**config.mk**
```make
export PLATFORM = sky130hd
export DESIGN_NAME = agnus_sprite_dma_sequencer_flat
export DESIGN_NICKNAME = d
export VERILOG_FILES = /design/src/rtl/agnus_sprite_dma_sequencer_if.sv /design/src/rtl/agnus_sprite_dma_sequencer.sv /design/src/flat_wrapper.sv
export SDC_FILE = /design/constraint.sdc
export NUM_CORES = 1
export LEC_CHECK = 0
export ABC_CLOCK_PERIOD_IN_PS = 4330
export BUFFER_PORTS_ARGS = -buffer_cell sky130_fd_sc_hd__buf_2
export CAP_MARGIN = 20
export CELL_PAD_IN_SITES_DETAIL_PLACEMENT = 1
export CELL_PAD_IN_SITES_GLOBAL_PLACEMENT = 1
export CORE_UTILIZATION = 45
export CTS_CLUSTER_DIAMETER = 80
export CTS_CLUSTER_SIZE = 16
export DETAILED_ROUTE_END_ITERATION = 8
export PLACE_DENSITY = 0.78
export SLEW_MARGIN = 10
export SYNTH_ARGS = -nofsm -noshare
export SYNTH_HDL_FRONTEND = slang
export SYNTH_SLANG_ARGS = --single-unit
```
**constraint.sdc**
```tcl
create_clock -name clk -period 4.33 [get_ports clk]
set_input_delay 0.2165 -clock clk [delete_from_list [all_inputs] [get_ports clk]]
set_output_delay 0.2165 -clock clk [all_outputs]
set_load 0.02 [all_outputs]
```
**src/rtl/agnus_sprite_dma_sequencer_if.sv**
```systemverilog
// Bus bundle between the sprite DMA sequencer, the chip-bus arbiter,
// the CPU register port and the Denise sprite register file.
interface agnus_sprite_dma_sequencer_if;
  logic [8:0]  hpos;
  logic [8:0]  vpos;
  logic        dmaen;
  logic        ptr_wr;
  logic [3:0]  ptr_sel;
  logic [15:0] ptr_data;
  logic        dma_req;
  logic [19:0] dma_addr;
  logic        dma_ack;
  logic [15:0] chip_data;
  logic        spr_wr;
  logic [2:0]  spr_num;
  logic [1:0]  spr_reg;
  logic [15:0] spr_data;

  modport master (
    input  hpos, vpos, dmaen, ptr_wr, ptr_sel, ptr_data, dma_ack, chip_data,
    output dma_req, dma_addr, spr_wr, spr_num, spr_reg, spr_data
  );

  modport slave (
    output hpos, vpos, dmaen, ptr_wr, ptr_sel, ptr_data, dma_ack, chip_data,
    input  dma_req, dma_addr, spr_wr, spr_num, spr_reg, spr_data
  );
endinterface

```
**src/rtl/agnus_sprite_dma_sequencer.sv**
```systemverilog
// Sprite DMA sequencer: eight sprites, two fixed DMA slots each per line.
// Fetches POS/CTL control words and DATB/DATA image words, forwards them to
// Denise one clk7_en cycle after the bus grant.
//
// state  | meaning
// -------+--------------------------------------------------------------
// IDLE   | no fetches (also the "done" state after a POS=CTL=0 pair)
// CTRL   | slot0 fetches POS, slot1 fetches CTL
// WAIT   | no fetches; leaves for DATA at slot0 of line vpos==vstart
// DATA   | slot0 DATB, slot1 DATA; on line vstop behaves as CTRL (reuse)
module agnus_sprite_dma_sequencer #(
  parameter logic [8:0] SPR_BASE  = 9'h015,
  parameter logic [8:0] VSPR_LINE = 9'd25
) (
  input logic                          clk,
  input logic                          reset_n,
  input logic                          clk7_en,
  agnus_sprite_dma_sequencer_if.master bus
);

  typedef enum logic [1:0] {
    S_IDLE = 2'd0,
    S_CTRL = 2'd1,
    S_WAIT = 2'd2,
    S_DATA = 2'd3
  } spr_state_e;

  localparam logic [1:0] REG_POS  = 2'b00;
  localparam logic [1:0] REG_CTL  = 2'b01;
  localparam logic [1:0] REG_DATA = 2'b10;
  localparam logic [1:0] REG_DATB = 2'b11;

  spr_state_e  state_q  [8];
  spr_state_e  state_d  [8];
  logic [19:0] ptr_q    [8];
  logic [19:0] ptr_d    [8];
  logic [8:0]  vstart_q [8];
  logic [8:0]  vstart_d [8];
  logic [8:0]  vstop_q  [8];
  logic [8:0]  vstop_d  [8];
  logic [7:0]  pos_zero_q, pos_zero_d;

  logic        pend_q, pend_d;
  logic [2:0]  pend_num_q, pend_num_d;
  logic [1:0]  pend_reg_q, pend_reg_d;

  logic [8:0]  slot_off;
  logic        slot_hit;
  logic        slot1;
  logic [2:0]  slot_num;
  logic        eff_data;
  logic        ctrl_mode;
  logic        data_mode;
  logic        req;
  logic        acked;
  logic [1:0]  fetch_reg;
  logic [19:0] ptr_tmp;
  logic [2:0]  wr_num;

  // Slot ownership and fetch decision for the sprite owning this hpos
  always_comb begin
    slot_off  = bus.hpos - SPR_BASE;
    slot_hit  = (bus.hpos >= SPR_BASE) && (slot_off < 9'd32) && !slot_off[0];
    slot1     = slot_off[1];
    slot_num  = slot_off[4:2];
    // WAIT turns into DATA at slot0 of the start line, and that slot already fetches
    eff_data  = (state_q[slot_num] == S_DATA) ||
                ((state_q[slot_num] == S_WAIT) && !slot1 &&
                 (bus.vpos == vstart_q[slot_num]));
    ctrl_mode = (state_q[slot_num] == S_CTRL) ||
                (eff_data && (bus.vpos == vstop_q[slot_num]));
    data_mode = eff_data && (bus.vpos != vstop_q[slot_num]);
    req       = clk7_en && slot_hit && bus.dmaen && (ctrl_mode || data_mode);
    acked     = req && bus.dma_ack;
    if (ctrl_mode) fetch_reg = slot1 ? REG_CTL : REG_POS;
    else           fetch_reg = slot1 ? REG_DATA : REG_DATB;
  end

  // Next-state: per-sprite FSMs, pointers, latched vstart/vstop, capture pipe
  always_comb begin
    for (int i = 0; i < 8; i++) begin
      state_d[i]  = state_q[i];
      ptr_d[i]    = ptr_q[i];
      vstart_d[i] = vstart_q[i];
      vstop_d[i]  = vstop_q[i];
    end
    pos_zero_d = pos_zero_q;
    pend_d     = pend_q;
    pend_num_d = pend_num_q;
    pend_reg_d = pend_reg_q;
    ptr_tmp    = '0;
    wr_num     = bus.ptr_sel[3:1];

    if (clk7_en) begin
      pend_d = acked;
      if (acked) begin
        pend_num_d = slot_num;
        pend_reg_d = fetch_reg;
      end

      if (pend_q) begin
        if (pend_reg_q == REG_POS) begin
          vstart_d[pend_num_q][7:0]  = bus.chip_data[15:8];
          pos_zero_d[pend_num_q]     = (bus.chip_data == 16'h0000);
        end else if (pend_reg_q == REG_CTL) begin
          vstart_d[pend_num_q][8]    = bus.chip_data[2];
          vstop_d[pend_num_q]        = {bus.chip_data[1], bus.chip_data[15:8]};
          state_d[pend_num_q]        = (pos_zero_q[pend_num_q] && (bus.chip_data == 16'h0000))
                                       ? S_IDLE : S_WAIT;
        end
      end

      if (slot_hit && bus.dmaen && !slot1 && (state_q[slot_num] == S_WAIT) &&
          (bus.vpos == vstart_q[slot_num]))
        state_d[slot_num] = S_DATA;

      if (acked)
        ptr_d[slot_num] = ptr_q[slot_num] + 20'd1;

      // CPU write replaces the increment for the same sprite
      if (bus.ptr_wr) begin
        ptr_tmp = ptr_q[wr_num];
        if (bus.ptr_sel[0]) ptr_tmp[19:15] = bus.ptr_data[4:0];
        else                ptr_tmp[14:0]  = bus.ptr_data[15:1];
        ptr_d[wr_num] = ptr_tmp;
      end

      if ((bus.hpos == 9'd0) && (bus.vpos == VSPR_LINE)) begin
        for (int i = 0; i < 8; i++) state_d[i] = S_CTRL;
      end
    end
  end

  // State register with synchronous active-low reset
  always_ff @(posedge clk) begin
    if (!reset_n) begin
      for (int i = 0; i < 8; i++) begin
        state_q[i]  <= S_IDLE;
        ptr_q[i]    <= '0;
        vstart_q[i] <= '0;
        vstop_q[i]  <= '0;
      end
      pos_zero_q <= '0;
      pend_q     <= 1'b0;
      pend_num_q <= '0;
      pend_reg_q <= '0;
    end else begin
      for (int i = 0; i < 8; i++) begin
        state_q[i]  <= state_d[i];
        ptr_q[i]    <= ptr_d[i];
        vstart_q[i] <= vstart_d[i];
        vstop_q[i]  <= vstop_d[i];
      end
      pos_zero_q <= pos_zero_d;
      pend_q     <= pend_d;
      pend_num_q <= pend_num_d;
      pend_reg_q <= pend_reg_d;
    end
  end

  assign bus.dma_req  = req;
  assign bus.dma_addr = req ? ptr_q[slot_num] : 20'h00000;
  assign bus.spr_wr   = pend_q;
  assign bus.spr_num  = pend_q ? pend_num_q : 3'd0;
  assign bus.spr_reg  = pend_q ? pend_reg_q : 2'd0;
  assign bus.spr_data = pend_q ? bus.chip_data : 16'h0000;

endmodule

```
**src/flat_wrapper.sv**
```systemverilog
// flat-port wrapper written by rule: the top's interface ports become plain ports
module agnus_sprite_dma_sequencer_flat 
#(
  parameter logic [8:0] SPR_BASE  = 9'h015,
  parameter logic [8:0] VSPR_LINE = 9'd25
)
  (clk, reset_n, clk7_en, bus_hpos, bus_vpos, bus_dmaen, bus_ptr_wr, bus_ptr_sel, bus_ptr_data, bus_dma_ack, bus_chip_data, bus_dma_req, bus_dma_addr, bus_spr_wr, bus_spr_num, bus_spr_reg, bus_spr_data);
  agnus_sprite_dma_sequencer_if bus_i ();
  input logic clk;
  input logic reset_n;
  input logic clk7_en;
  input wire logic [$bits(bus_i.hpos)-1:0] bus_hpos;
  input wire logic [$bits(bus_i.vpos)-1:0] bus_vpos;
  input wire logic [$bits(bus_i.dmaen)-1:0] bus_dmaen;
  input wire logic [$bits(bus_i.ptr_wr)-1:0] bus_ptr_wr;
  input wire logic [$bits(bus_i.ptr_sel)-1:0] bus_ptr_sel;
  input wire logic [$bits(bus_i.ptr_data)-1:0] bus_ptr_data;
  input wire logic [$bits(bus_i.dma_ack)-1:0] bus_dma_ack;
  input wire logic [$bits(bus_i.chip_data)-1:0] bus_chip_data;
  output wire logic [$bits(bus_i.dma_req)-1:0] bus_dma_req;
  output wire logic [$bits(bus_i.dma_addr)-1:0] bus_dma_addr;
  output wire logic [$bits(bus_i.spr_wr)-1:0] bus_spr_wr;
  output wire logic [$bits(bus_i.spr_num)-1:0] bus_spr_num;
  output wire logic [$bits(bus_i.spr_reg)-1:0] bus_spr_reg;
  output wire logic [$bits(bus_i.spr_data)-1:0] bus_spr_data;
  assign bus_i.hpos = bus_hpos;
  assign bus_i.vpos = bus_vpos;
  assign bus_i.dmaen = bus_dmaen;
  assign bus_i.ptr_wr = bus_ptr_wr;
  assign bus_i.ptr_sel = bus_ptr_sel;
  assign bus_i.ptr_data = bus_ptr_data;
  assign bus_i.dma_ack = bus_dma_ack;
  assign bus_i.chip_data = bus_chip_data;
  assign bus_dma_req = bus_i.dma_req;
  assign bus_dma_addr = bus_i.dma_addr;
  assign bus_spr_wr = bus_i.spr_wr;
  assign bus_spr_num = bus_i.spr_num;
  assign bus_spr_reg = bus_i.spr_reg;
  assign bus_spr_data = bus_i.spr_data;
  agnus_sprite_dma_sequencer #(.SPR_BASE(SPR_BASE), .VSPR_LINE(VSPR_LINE)) u_core (.clk(clk), .reset_n(reset_n), .clk7_en(clk7_en), .bus(bus_i));
endmodule
```
==> impl_results.md <==
* Status: finished clean
* Crit Path Category: in2out
* Final hold violations at 0
* GR Overflow Total at 0
* Max-slew violations at 0
* Layout Nets at 2,726
* Critical Path Stages at 17
* Syn_area_per_cell at 8.18 sq um
* Top-area cell type share of the netlist area at 0.315
* Uppermost layer routed: met5
* Num CTS Buffers at 26
* Cell Chain, Critical Path: buf_2 > inv_1 > ha_2 > buf_4 > or4b_1 > buf_4 > o22ai_1 > a21oi_1 > o221ai_1 > or4_1 > nand4_1 > nor4_4 > a21boi_2 > nand3b_1 > buf_4 > nor2_1 > buf_2
* Mapped Area at 0.0212 sq mm
* HPWL Detailed at 73,100 um
* Critical Path AT at 4.01 ns
* Vias in the first global route at 23,751
* Largest net degree at the start of global routing at 121
* Family with the most delay on the worst path: simple AND/OR/NAND/NOR gates
* Final Worst Setup Slack at 0.102 ns
* Final Setup Violations at 0
* Share of cells above drive strength 1 at 0.166
* Area Overhead vs Synth at 12.0%
* DIE AREA at 0.0480 sq mm
* Synth area leaders: dfxtp_1 (32%), mux2i_1 (12%), nor2_1 (5.3%)
* Commonest cells in the netlist: dfxtp_1 (334), nor2_1 (300), mux2i_1 (260)
* R2R Path End: u_core.ptr_q[4][12]
* Slew HR at 0.192
* Critical path's slowest cell: or4b_1
* RD Place Congestion at 1.04
* Main synth FF type: dfxtp_1
* Quantity of hold-fixing buffers added after cts at 0
* YS warnings at 0
* Met3 WL at 11,300 um
* Seq/Total Area, Yosys at 0.315
* R2r startpoint: u_core.vstart_q[3][0]
* Placeable core region at 0.0466 sq mm
* DRC viols at 0
* Routed met2 length at 45,700 um
* Worst-path fanout max at 12
* CP Data Required Time at 4.11 ns
* Leakage at 0.00919 uW
* Clock Path Buffers at 3
* Vias at 23,712
* Max H-tree Level at 1
* Max-Cap Viols at 0
* Worst-path clk slew at 0.07 ns
* Clk_skew at 0.0324 ns
* Period minus WS final at 4.23 ns
* Top Ports at 103
* CP dominant cell by count: buf_4
* Number of synthesized flops with an enable pin at 0
* Chip Width at 219 um
* Flop2flop setup slack at 0.72 ns
* Async SR Flop Fraction at 0
* I/O Buffers at 102
* Hold endpoint: u_core.vstop_q[0][8]
* Count leader, synth: dfxtp_1
* CP bufs+invs at 6
* ANT nets after route at 0
* First-pass GRT wire length at 154,000 um
* Clock tree from TritonCTS: done
* Worst slew pin tran at 1.21 ns
* FP Rows at 79
* Starting Density at 0.455
* GRT Total Usage at 0.427
* Initial antenna violation count at 4
* Hold/Removal Path Class: in2reg
* Detailed-route wire length at 104,000 um
* Yosys cell types at 96
* PnR Total Power at 7270 uW
* Clk root buf: clkbuf_16
* Clk sinks at 334
* CP peak stage delay at 0.82 ns
* RSZ-0062 raised after global routing: false
* Worst vdd ir at 0.331 mV
* Net Count, Synth at 2,655
* R2R depth at 12
* DRT Pass-1 Iters at 5
* Wire length per cell at 31.7 um
* Worst skew pair latency at 0.61 ns
* Nature of the critical path endpoint: primary output
* Hold Crit Start: bus_chip_data[1]
* Synth Instances at 2,593
* Die height at 219 um
* Yosys top cell by area: dfxtp_1
* Via/cell ratio at 7.23
* FMAX at 236 MHz
* Number of DRC markers in iteration 0 at 3,219
* PD cells at 306 mW/mm^2
* Metal-1 WL at 39,300 um
* Fin crit share at 0.977
* Post-place setup slack at -0.318 ns
* FF+latch count, synth at 334
* WHS Path Cells at 3
* Worst setup SP type: input pin
[flip-flops by register name, summed over array words and instances (netlist names)]
| signal | flops |
|---|---|
| u_core.pend_reg_q | 2 |
| u_core.state_q | 16 |
| u_core.pos_zero_q | 8 |
| u_core.ptr_q | 160 |
| u_core.pend_num_q | 3 |
| u_core.vstart_q | 72 |
| u_core.bus.spr_wr | 1 |
| u_core.vstop_q | 72 |
[worst min-delay path: stages]
cell and delay [ns]:
buf_2 0.18, mux2i_1 0.15, nor2_1 0.05
[metrics by stage]
stage / TNS, ns / instance area, sq um / hold slack (ns) / util / std cells
finish: 0 / 23800 / 0.0556 / 0.510 / 3281
floorplan: 0 / 21200 / 0.425 / - / 2593
CTS: 0 / 23700 / 0.0550 / 0.509 / 3277
detailed placement: -14.36 / 23000 / 0.457 / 0.493 / 3240
global placement: -8.24 / 23000 / 0.446 / 0.493 / 3240
global route: 0 / 23700 / 0.0885 / 0.510 / 3279
[placed cells by master, fill, tap and decap left out, types with 20 or more instances in the layout]
cell,Yosys,final
a211oi_1,20,20
buf_2,25,98
a21oi_1,176,176
and2_1,29,29
mux4_2,43,43
nor4_1,24,23
nor2_1,300,295
a31oi_1,80,80
o221ai_1,69,69
nand2_1,125,125
or3_1,21,21
o22ai_1,75,75
o21ai_0,150,150
inv_1,42,41
buf_4,18,173
nor3_1,98,95
a221oi_1,46,46
mux2i_1,260,260
nand3_1,138,138
clkbuf_16,0,26
dfxtp_1,334,334
[layer usage]
layer,global-route usage,up-vias
met1,0.528,11741
met3,0.105,462
met5,0,-
met2,0.663,1599
met4,0.278,4
li1,-,9906
[how the worst max path moves through the flow]
stage	from	to	slack, ns
global placement	bus_hpos[0]	u_core.ptr_q[0][17]	-0.25
floorplan	bus_hpos[1]	bus_dma_addr[10]	0.45
finish	bus_hpos[0]	bus_dma_addr[3]	0.10
global route	bus_hpos[0]	bus_dma_addr[8]	0.02
detailed placement	bus_hpos[0]	u_core.ptr_q[0][19]	-0.32
CTS	bus_hpos[0]	bus_dma_addr[8]	0.24
[layout make-up]
| cell class | count | area, sq um |
|---|---|---|
| Sequential cell | 334 | 6690 |
| Clock inverter | 7 | 83.8 |
| Multi-Input combinational cell | 1973 | 13300 |
| Tap cell | 607 | 759 |
| Clock buffer | 29 | 662 |
| Inverter | 44 | 169 |
| Antenna cell | 2 | 5.00 |
| Timing Repair Buffer | 285 | 2060 |
| Fill cell | 5577 | 22800 |
[cells by family (layout without fill, tap and decap cells)]
kind of cell               count (synthesis)  in the layout  synth area share
and+or+nand+nor                          848            848             0.196
AOI/OAI and AO/OA                        772            772             0.239
DFF                                      334            334             0.315
muxes                                    318            318             0.177
buffers and inverters                    286            365            0.0581
xor gates and xnor gates                  33             33            0.0140
adders and majority gates                  2              2           0.00118
other                                      0              2                 0
[timing repair]
action,4_1_cts,5_1_grt
endpoints found under the setup margin,16,0
buffers inserted,1,0
resized for setup,1,0
[report_power, final]
part / switching (uW) / leakage, uW / internal [uW]
logic: 1070 / 0.00612 / 548
clock network: 1260 / 0.000358 / 1150
registers: 102 / 0.00271 / 3140
total: 2430 / 0.00919 / 4840
(Power assumes the default switching activity.)
